<file path="src/rtl/s2mm_sts_gen_pkg.sv">
// Shared constants, FSM state type and tkeep popcount for the S2MM status generator.
package s2mm_sts_gen_pkg;

    localparam logic [31:0] C_STS_FLAG  = 32'h5000_0000;
    localparam int          C_STS_WORDS = 5;

    typedef enum logic {
        ST_IDLE = 1'b0,
        ST_EMIT = 1'b1
    } sts_state_t;

    // Callers zero-extend tkeep to 64 bits, which covers data widths up to 512.
    function automatic logic [7:0] popcount(input logic [63:0] bits);
        logic [7:0] n;
        n = '0;
        for (int i = 0; i < 64; i++) begin
            n = n + 8'(bits[i]);
        end
        return n;
    endfunction

endpackage

</file>
<file path="src/rtl/s2mm_sts_gen_fifo.sv">
// Packet-length queue: synchronous FIFO with registered full/empty flags.
module sts_len_fifo #(
    parameter int C_DEPTH = 4,
    parameter int C_WIDTH = 24
) (
    input  logic               clk,
    input  logic               rst_n,
    input  logic               push,
    input  logic [C_WIDTH-1:0] din,
    input  logic               pop,
    output logic [C_WIDTH-1:0] dout,
    output logic               full,
    output logic               empty
);

    localparam int AW = $clog2(C_DEPTH);

    logic [C_WIDTH-1:0] mem [C_DEPTH];
    logic [AW-1:0]      wr_ptr;
    logic [AW-1:0]      rd_ptr;
    logic [AW:0]        count;
    logic [AW:0]        count_next;
    logic               push_en;
    logic               pop_en;

    assign push_en = push & ~full;
    assign pop_en  = pop & ~empty;
    assign dout    = mem[rd_ptr];

    always_comb begin
        count_next = count + (AW+1)'(push_en) - (AW+1)'(pop_en);
    end

    always_ff @(posedge clk) begin
        if (push_en) begin
            mem[wr_ptr] <= din;
        end
    end

    // Flags are computed from the post-edge occupancy so they stay registered.
    always_ff @(posedge clk or negedge rst_n) begin
        if (!rst_n) begin
            wr_ptr <= '0;
            rd_ptr <= '0;
            count  <= '0;
            full   <= 1'b0;
            empty  <= 1'b1;
        end else begin
            if (push_en) begin
                wr_ptr <= wr_ptr + AW'(1);
            end
            if (pop_en) begin
                rd_ptr <= rd_ptr + AW'(1);
            end
            count <= count_next;
            full  <= (count_next == (AW+1)'(C_DEPTH));
            empty <= (count_next == '0);
        end
    end

endmodule

</file>
<file path="src/rtl/s2mm_sts_gen.sv">
// Per-packet AXI DMA S2MM status stream generator: counts snooped bytes per
// packet, queues the lengths and emits one 5-word status packet per length.
module s2mm_sts_gen
    import s2mm_sts_gen_pkg::*;
#(
    parameter int C_S_AXIS_S2MM_TDATA_WIDTH     = 128,
    parameter int C_S_AXIS_S2MM_STS_TDATA_WIDTH = 32,
    parameter int C_QDEPTH                      = 4,
    parameter int C_LEN_WIDTH                   = 23
) (
    input  logic                                       m_axi_s2mm_aclk,
    input  logic                                       axi_resetn,
    input  logic                                       mon_tvalid,
    input  logic                                       mon_tready,
    input  logic                                       mon_tlast,
    input  logic [C_S_AXIS_S2MM_TDATA_WIDTH/8-1:0]     mon_tkeep,
    output logic                                       q_full,
    output logic                                       len_ovf,
    output logic [C_S_AXIS_S2MM_STS_TDATA_WIDTH-1:0]   s_axis_s2mm_sts_tdata,
    output logic [C_S_AXIS_S2MM_STS_TDATA_WIDTH/8-1:0] s_axis_s2mm_sts_tkeep,
    output logic                                       s_axis_s2mm_sts_tvalid,
    output logic                                       s_axis_s2mm_sts_tlast,
    input  logic                                       s_axis_s2mm_sts_tready
);

    localparam logic [C_LEN_WIDTH-1:0] LEN_MAX  = '1;
    localparam logic [2:0]             IDX_LAST = 3'(C_STS_WORDS - 1);

    logic                   beat;
    logic [7:0]             beat_bytes;
    logic [C_LEN_WIDTH:0]   sum_wide;
    logic [C_LEN_WIDTH-1:0] sum_len;
    logic                   sum_sat;
    logic [C_LEN_WIDTH-1:0] acc;

    logic                   fifo_push;
    logic                   fifo_pop;
    logic                   fifo_empty;
    logic [C_LEN_WIDTH:0]   fifo_dout;

    sts_state_t             state;
    logic [2:0]             idx;
    logic [2:0]             idx_next;
    logic [C_LEN_WIDTH-1:0] head_len;
    logic                   head_sat;

    function automatic logic [31:0] sts_word(input logic [2:0] i, input logic sat,
                                             input logic [C_LEN_WIDTH-1:0] len);
        logic [31:0] w;
        case (i)
            3'd0:    w = C_STS_FLAG;
            IDX_LAST: w = {sat, 8'h00, 23'(len)};
            default: w = 32'h0;
        endcase
        return w;
    endfunction

    assign beat                  = mon_tvalid & mon_tready;
    assign fifo_push             = beat & mon_tlast;
    assign fifo_pop              = (state == ST_EMIT) & s_axis_s2mm_sts_tready & (idx == IDX_LAST);
    assign idx_next              = idx + 3'd1;
    assign s_axis_s2mm_sts_tkeep = '1;

    // A length that reaches the all-ones value is reported as saturated.
    always_comb begin
        beat_bytes = popcount(64'(mon_tkeep));
        sum_wide   = {1'b0, acc} + (C_LEN_WIDTH+1)'(beat_bytes);
        sum_len    = sum_wide[C_LEN_WIDTH] ? LEN_MAX : sum_wide[C_LEN_WIDTH-1:0];
        sum_sat    = (sum_len == LEN_MAX);
    end

    always_ff @(posedge m_axi_s2mm_aclk or negedge axi_resetn) begin
        if (!axi_resetn) begin
            acc     <= '0;
            len_ovf <= 1'b0;
        end else if (beat) begin
            acc <= mon_tlast ? '0 : sum_len;
            if (mon_tlast && q_full) begin
                len_ovf <= 1'b1;
            end
        end
    end

    sts_len_fifo #(
        .C_DEPTH (C_QDEPTH),
        .C_WIDTH (C_LEN_WIDTH + 1)
    ) u_len_fifo (
        .clk   (m_axi_s2mm_aclk),
        .rst_n (axi_resetn),
        .push  (fifo_push),
        .din   ({sum_sat, sum_len}),
        .pop   (fifo_pop),
        .dout  (fifo_dout),
        .full  (q_full),
        .empty (fifo_empty)
    );

    always_ff @(posedge m_axi_s2mm_aclk or negedge axi_resetn) begin
        if (!axi_resetn) begin
            state                  <= ST_IDLE;
            idx                    <= '0;
            head_len               <= '0;
            head_sat               <= 1'b0;
            s_axis_s2mm_sts_tvalid <= 1'b0;
            s_axis_s2mm_sts_tlast  <= 1'b0;
            s_axis_s2mm_sts_tdata  <= '0;
        end else begin
            case (state)
                ST_IDLE: begin
                    s_axis_s2mm_sts_tvalid <= 1'b0;
                    s_axis_s2mm_sts_tlast  <= 1'b0;
                    if (!fifo_empty) begin
                        {head_sat, head_len}   <= fifo_dout;
                        idx                    <= '0;
                        s_axis_s2mm_sts_tdata  <= C_STS_FLAG;
                        s_axis_s2mm_sts_tvalid <= 1'b1;
                        state                  <= ST_EMIT;
                    end
                end
                ST_EMIT: begin
                    if (s_axis_s2mm_sts_tready) begin
                        if (idx == IDX_LAST) begin
                            s_axis_s2mm_sts_tvalid <= 1'b0;
                            s_axis_s2mm_sts_tlast  <= 1'b0;
                            s_axis_s2mm_sts_tdata  <= '0;
                            state                  <= ST_IDLE;
                        end else begin
                            idx                   <= idx_next;
                            s_axis_s2mm_sts_tdata <= sts_word(idx_next, head_sat, head_len);
                            s_axis_s2mm_sts_tlast <= (idx_next == IDX_LAST);
                        end
                    end
                end
                default: state <= ST_IDLE;
            endcase
        end
    end

endmodule

</file>
<file path="config.mk">
export PLATFORM = sky130hd
export DESIGN_NAME = s2mm_sts_gen
export DESIGN_NICKNAME = d
export VERILOG_FILES = /design/src/rtl/s2mm_sts_gen_pkg.sv /design/src/rtl/s2mm_sts_gen_fifo.sv /design/src/rtl/s2mm_sts_gen.sv
export SDC_FILE = /design/constraint.sdc
export NUM_CORES = 1
export LEC_CHECK = 0
export CAP_MARGIN = 20
export CORE_ASPECT_RATIO = 0.5
export CORE_MARGIN = 2
export CORE_UTILIZATION = 53
export DETAILED_ROUTE_END_ITERATION = 12
export HOLD_SLACK_MARGIN = 0.06
export PLACE_DENSITY_LB_ADDON = 0.2
export SKIP_CTS_REPAIR_TIMING = 1
export SYNTH_ARGS = -nofsm -noshare
export SYNTH_HDL_FRONTEND = slang
export SYNTH_SLANG_ARGS = --single-unit
export TNS_END_PERCENT = 30
</file>
<file path="constraint.sdc">
create_clock -name m_axi_s2mm_aclk -period 4.2 [get_ports m_axi_s2mm_aclk]
set_input_delay 0.84 -clock m_axi_s2mm_aclk [delete_from_list [all_inputs] [get_ports m_axi_s2mm_aclk]]
set_output_delay 0.84 -clock m_axi_s2mm_aclk [all_outputs]
set_load 0.02 [all_outputs]
</file>
==> metrics.yaml <==
violations: "setup timing"
cp.required_ps: 4410
dieArea_um2: 16600
htreeDepth: 4
post-place-ws_ps: -1500
syn2layout_area_growth_pct: 20.2
syn_avg_cell_area_um2: 14.5
cts_tree: "done"
clock-sinks: 184
syn_inst: 567
synth.distinct_cells: 57
start_kind: "primary input"
fin_util: 0.647
finalHoldViolations: 0
synth_edf_count: 96
synth_mux_area_frac: 0.102
grt-ovfl-total: 0
globalplace.congestion: 0.821
layout-drive-gt1-share: 0.249
fmax_mhz: 195
nets: 712
async_flop_share: 0.478
route.detailed.drc: 0
critPathMaxFanout: 4
r2r_end: "u_len_fifo.mem[0][23]"
reg2reg_from: "acc[0]"
grt_pass1_vias: 4880
irDropWorstVdd_mv: 0.337
setup_violations: 119
die_x_um: 180
synth_fa_ha_area_frac: 0.0605
worst_hold_slack_ps: 477
die_h_um: 92.1
syn_area_um2: 8230
cellPowerDensity_nw_per_um2: 642
final_cell_mix: "96 x edfxtp_1, 87 x dfrtp_1, 49 x buf_4"
place_hpwl_um: 10700
num_rows: 32
start_util: 0.538
status: "complete, but fails checks"
synth_xor_area_frac: 0.0213
synth_flop_cell: "edfxtp_1"
critPathKind: "primary input to flip-flop"
reg2reg_setup_slack_ps: -280
cts_buffers: 17
n_antenna_cell: 0
postLayoutSetupSlackWorst_ps: -940
synth_top_family_by_area: "multiplexers"
wl_per_cell_um: 18.3
maxSlewViolCount: 0
clk_pin_slew_worst_paths_ps: 70
fin_crit_ps: 5140
ff2ff_path_depth: 13
antenna_left: 0
final_common_cell: "edfxtp_1"
ys_seq_area_frac: 0.618
relSlewSlack: 0.276
synth-compound-area-share: 0.0835
port_buffers: 51
hold_class: "primary input to async pin"
grt_use_total: 0.206
cts_buffer_depth: 2
rsz0062_at_grt: "true"
vias: 4897
yosys_register_bits: 184
arrival_ps: 5350
final.period_utilization: 1.22
cts_root_buffer: "clkbuf_16"
drv_cap: 0
first_pass_iters: 5
yosysWarnings: 0
synthSimpleGateAreaFrac: 0.0710
tightest_slew_ps: 1090
io-pin-count: 62
antenna_found_initial: 0
grt_max_degree: 63
clk_latency_ps: 420
power.leakage_nw: 4.11
core_um2: 15300
skew_ps: 13.3
initialDrtViolationCount: 332
wl_um: 16000
crit_path_end_kind: "flip-flop"
grt_pass1_wl_um: 26100
via_per_inst: 5.60
[layer usage]
layer | routed length [µm] | global-route usage | vias to the layer above | share of wire
met5 | 0 | 0 | - | 0
met4 | 121 | 0.0363 | 0 | 0.0076
met1 | 8230 | 0.320 | 2455 | 0.52
met2 | 6770 | 0.303 | 162 | 0.42
met3 | 844 | 0.0445 | 14 | 0.053
li1 | - | - | 2266 | -
[logic make-up after synthesis]
kind of cell             after synthesis
AO/OA/AOI/OAI                         91
XOR/XNOR                              20
adder cells (fa/ha/maj)               32
buffers and inverters                 76
flip-flops                           184
multiplexers                          51
other                                  2
AND/OR/NAND/NOR                      111
[layout make-up]
type | instances | area, µm²
timing repair buffer | 100 | 887
clock inverter | 14 | 164
sequential | 184 | 5090
tap | 204 | 255
fill | 1108 | 5400
multi-input combinational | 315 | 2920
clock buffer | 18 | 429
inverter | 40 | 150
[worst max-delay path, cell delays in order]
cell,delay [ps]
buf_6,90
fa_1,540
inv_2,40
fa_1,480
fa_2,570
fa_1,450
fa_2,390
inv_2,70
fa_2,230
a211oi_4,80
or3_1,390
or4_4,510
a21oi_4,200
a31oi_4,110
nor4b_4,370
[sequential cells by signal, summed over array words and instances (netlist names)]
name / flops
u_len_fifo.empty: 1
u_len_fifo.wr_ptr: 2
idx: 3
head_len: 23
state: 1
u_len_fifo.rd_ptr: 2
len_ovf: 1
u_len_fifo.count: 3
s_axis_s2mm_sts_tdata: 25
u_len_fifo.full: 1
acc: 23
head_sat: 1
s_axis_s2mm_sts_tlast: 1
s_axis_s2mm_sts_tvalid: 1
u_len_fifo.mem: 96
[cells in the mapped netlist, types with 4 or more instances]
cell type	number	area [µm²]
o21ai_0	12	60.1
o22a_1	5	43.8
ha_1	19	238
xnor2_1	11	96.3
nand2_1	36	135
xor2_1	9	78.8
mux2_2	26	293
a31oi_1	4	25.0
nand3_1	9	45.0
nand4_1	4	25.0
inv_1	40	150
buf_1	4	15.0
nor3b_1	4	30.0
buf_4	11	82.6
nor3_1	9	45.0
mux4_2	24	541
dfrtp_1	87	2180
a21oi_1	12	60.1
nor2_1	21	78.8
fa_1	13	260
a22o_1	42	368
edfxtp_1	96	2880
clkbuf_1	16	60.1
and2_1	5	31.3
[power by group]
group / total, W / internal (W) / leakage, nW / switching, W
Sequential: 0.00251 / 0.00232 / 2.05 / 0.000187
Clock: 0.00159 / 0.000892 / 0.279 / 0.000702
Combinational: 0.00225 / 0.00108 / 1.78 / 0.00117
Total: 0.00635 / 0.00429 / 4.11 / 0.00206
[metrics by stage]
step                      TNS (ps)  instances  power [W]  instance area, µm²
after detailed placement   -135820        842    0.00472                9220
after CTS                   -84680        874    0.00632                9810
after global routing        -68840        875    0.00672                9890
final                       -45580        875    0.00635                9890
after global placement     -126010        842    0.00464                9220
after floorplan             -36980        575    0.00392                8290
[worst max-delay path by stage]
| stage | start | end | slack, ps | depth (start not counted) |
|---|---|---|---|---|
| after floorplan | mon_tkeep[0] | u_len_fifo.mem[0][23] | -770 | 14 |
| after global placement | mon_tkeep[9] | u_len_fifo.mem[0][23] | -1390 | 15 |
| after detailed placement | mon_tkeep[9] | u_len_fifo.mem[0][23] | -1500 | 15 |
| after CTS | mon_tkeep[9] | u_len_fifo.mem[0][23] | -1100 | 15 |
| after global routing | mon_tkeep[11] | u_len_fifo.mem[0][23] | -1110 | 15 |
| final | mon_tkeep[11] | u_len_fifo.mem[0][23] | -940 | 15 |
(Power assumes the default switching activity.)
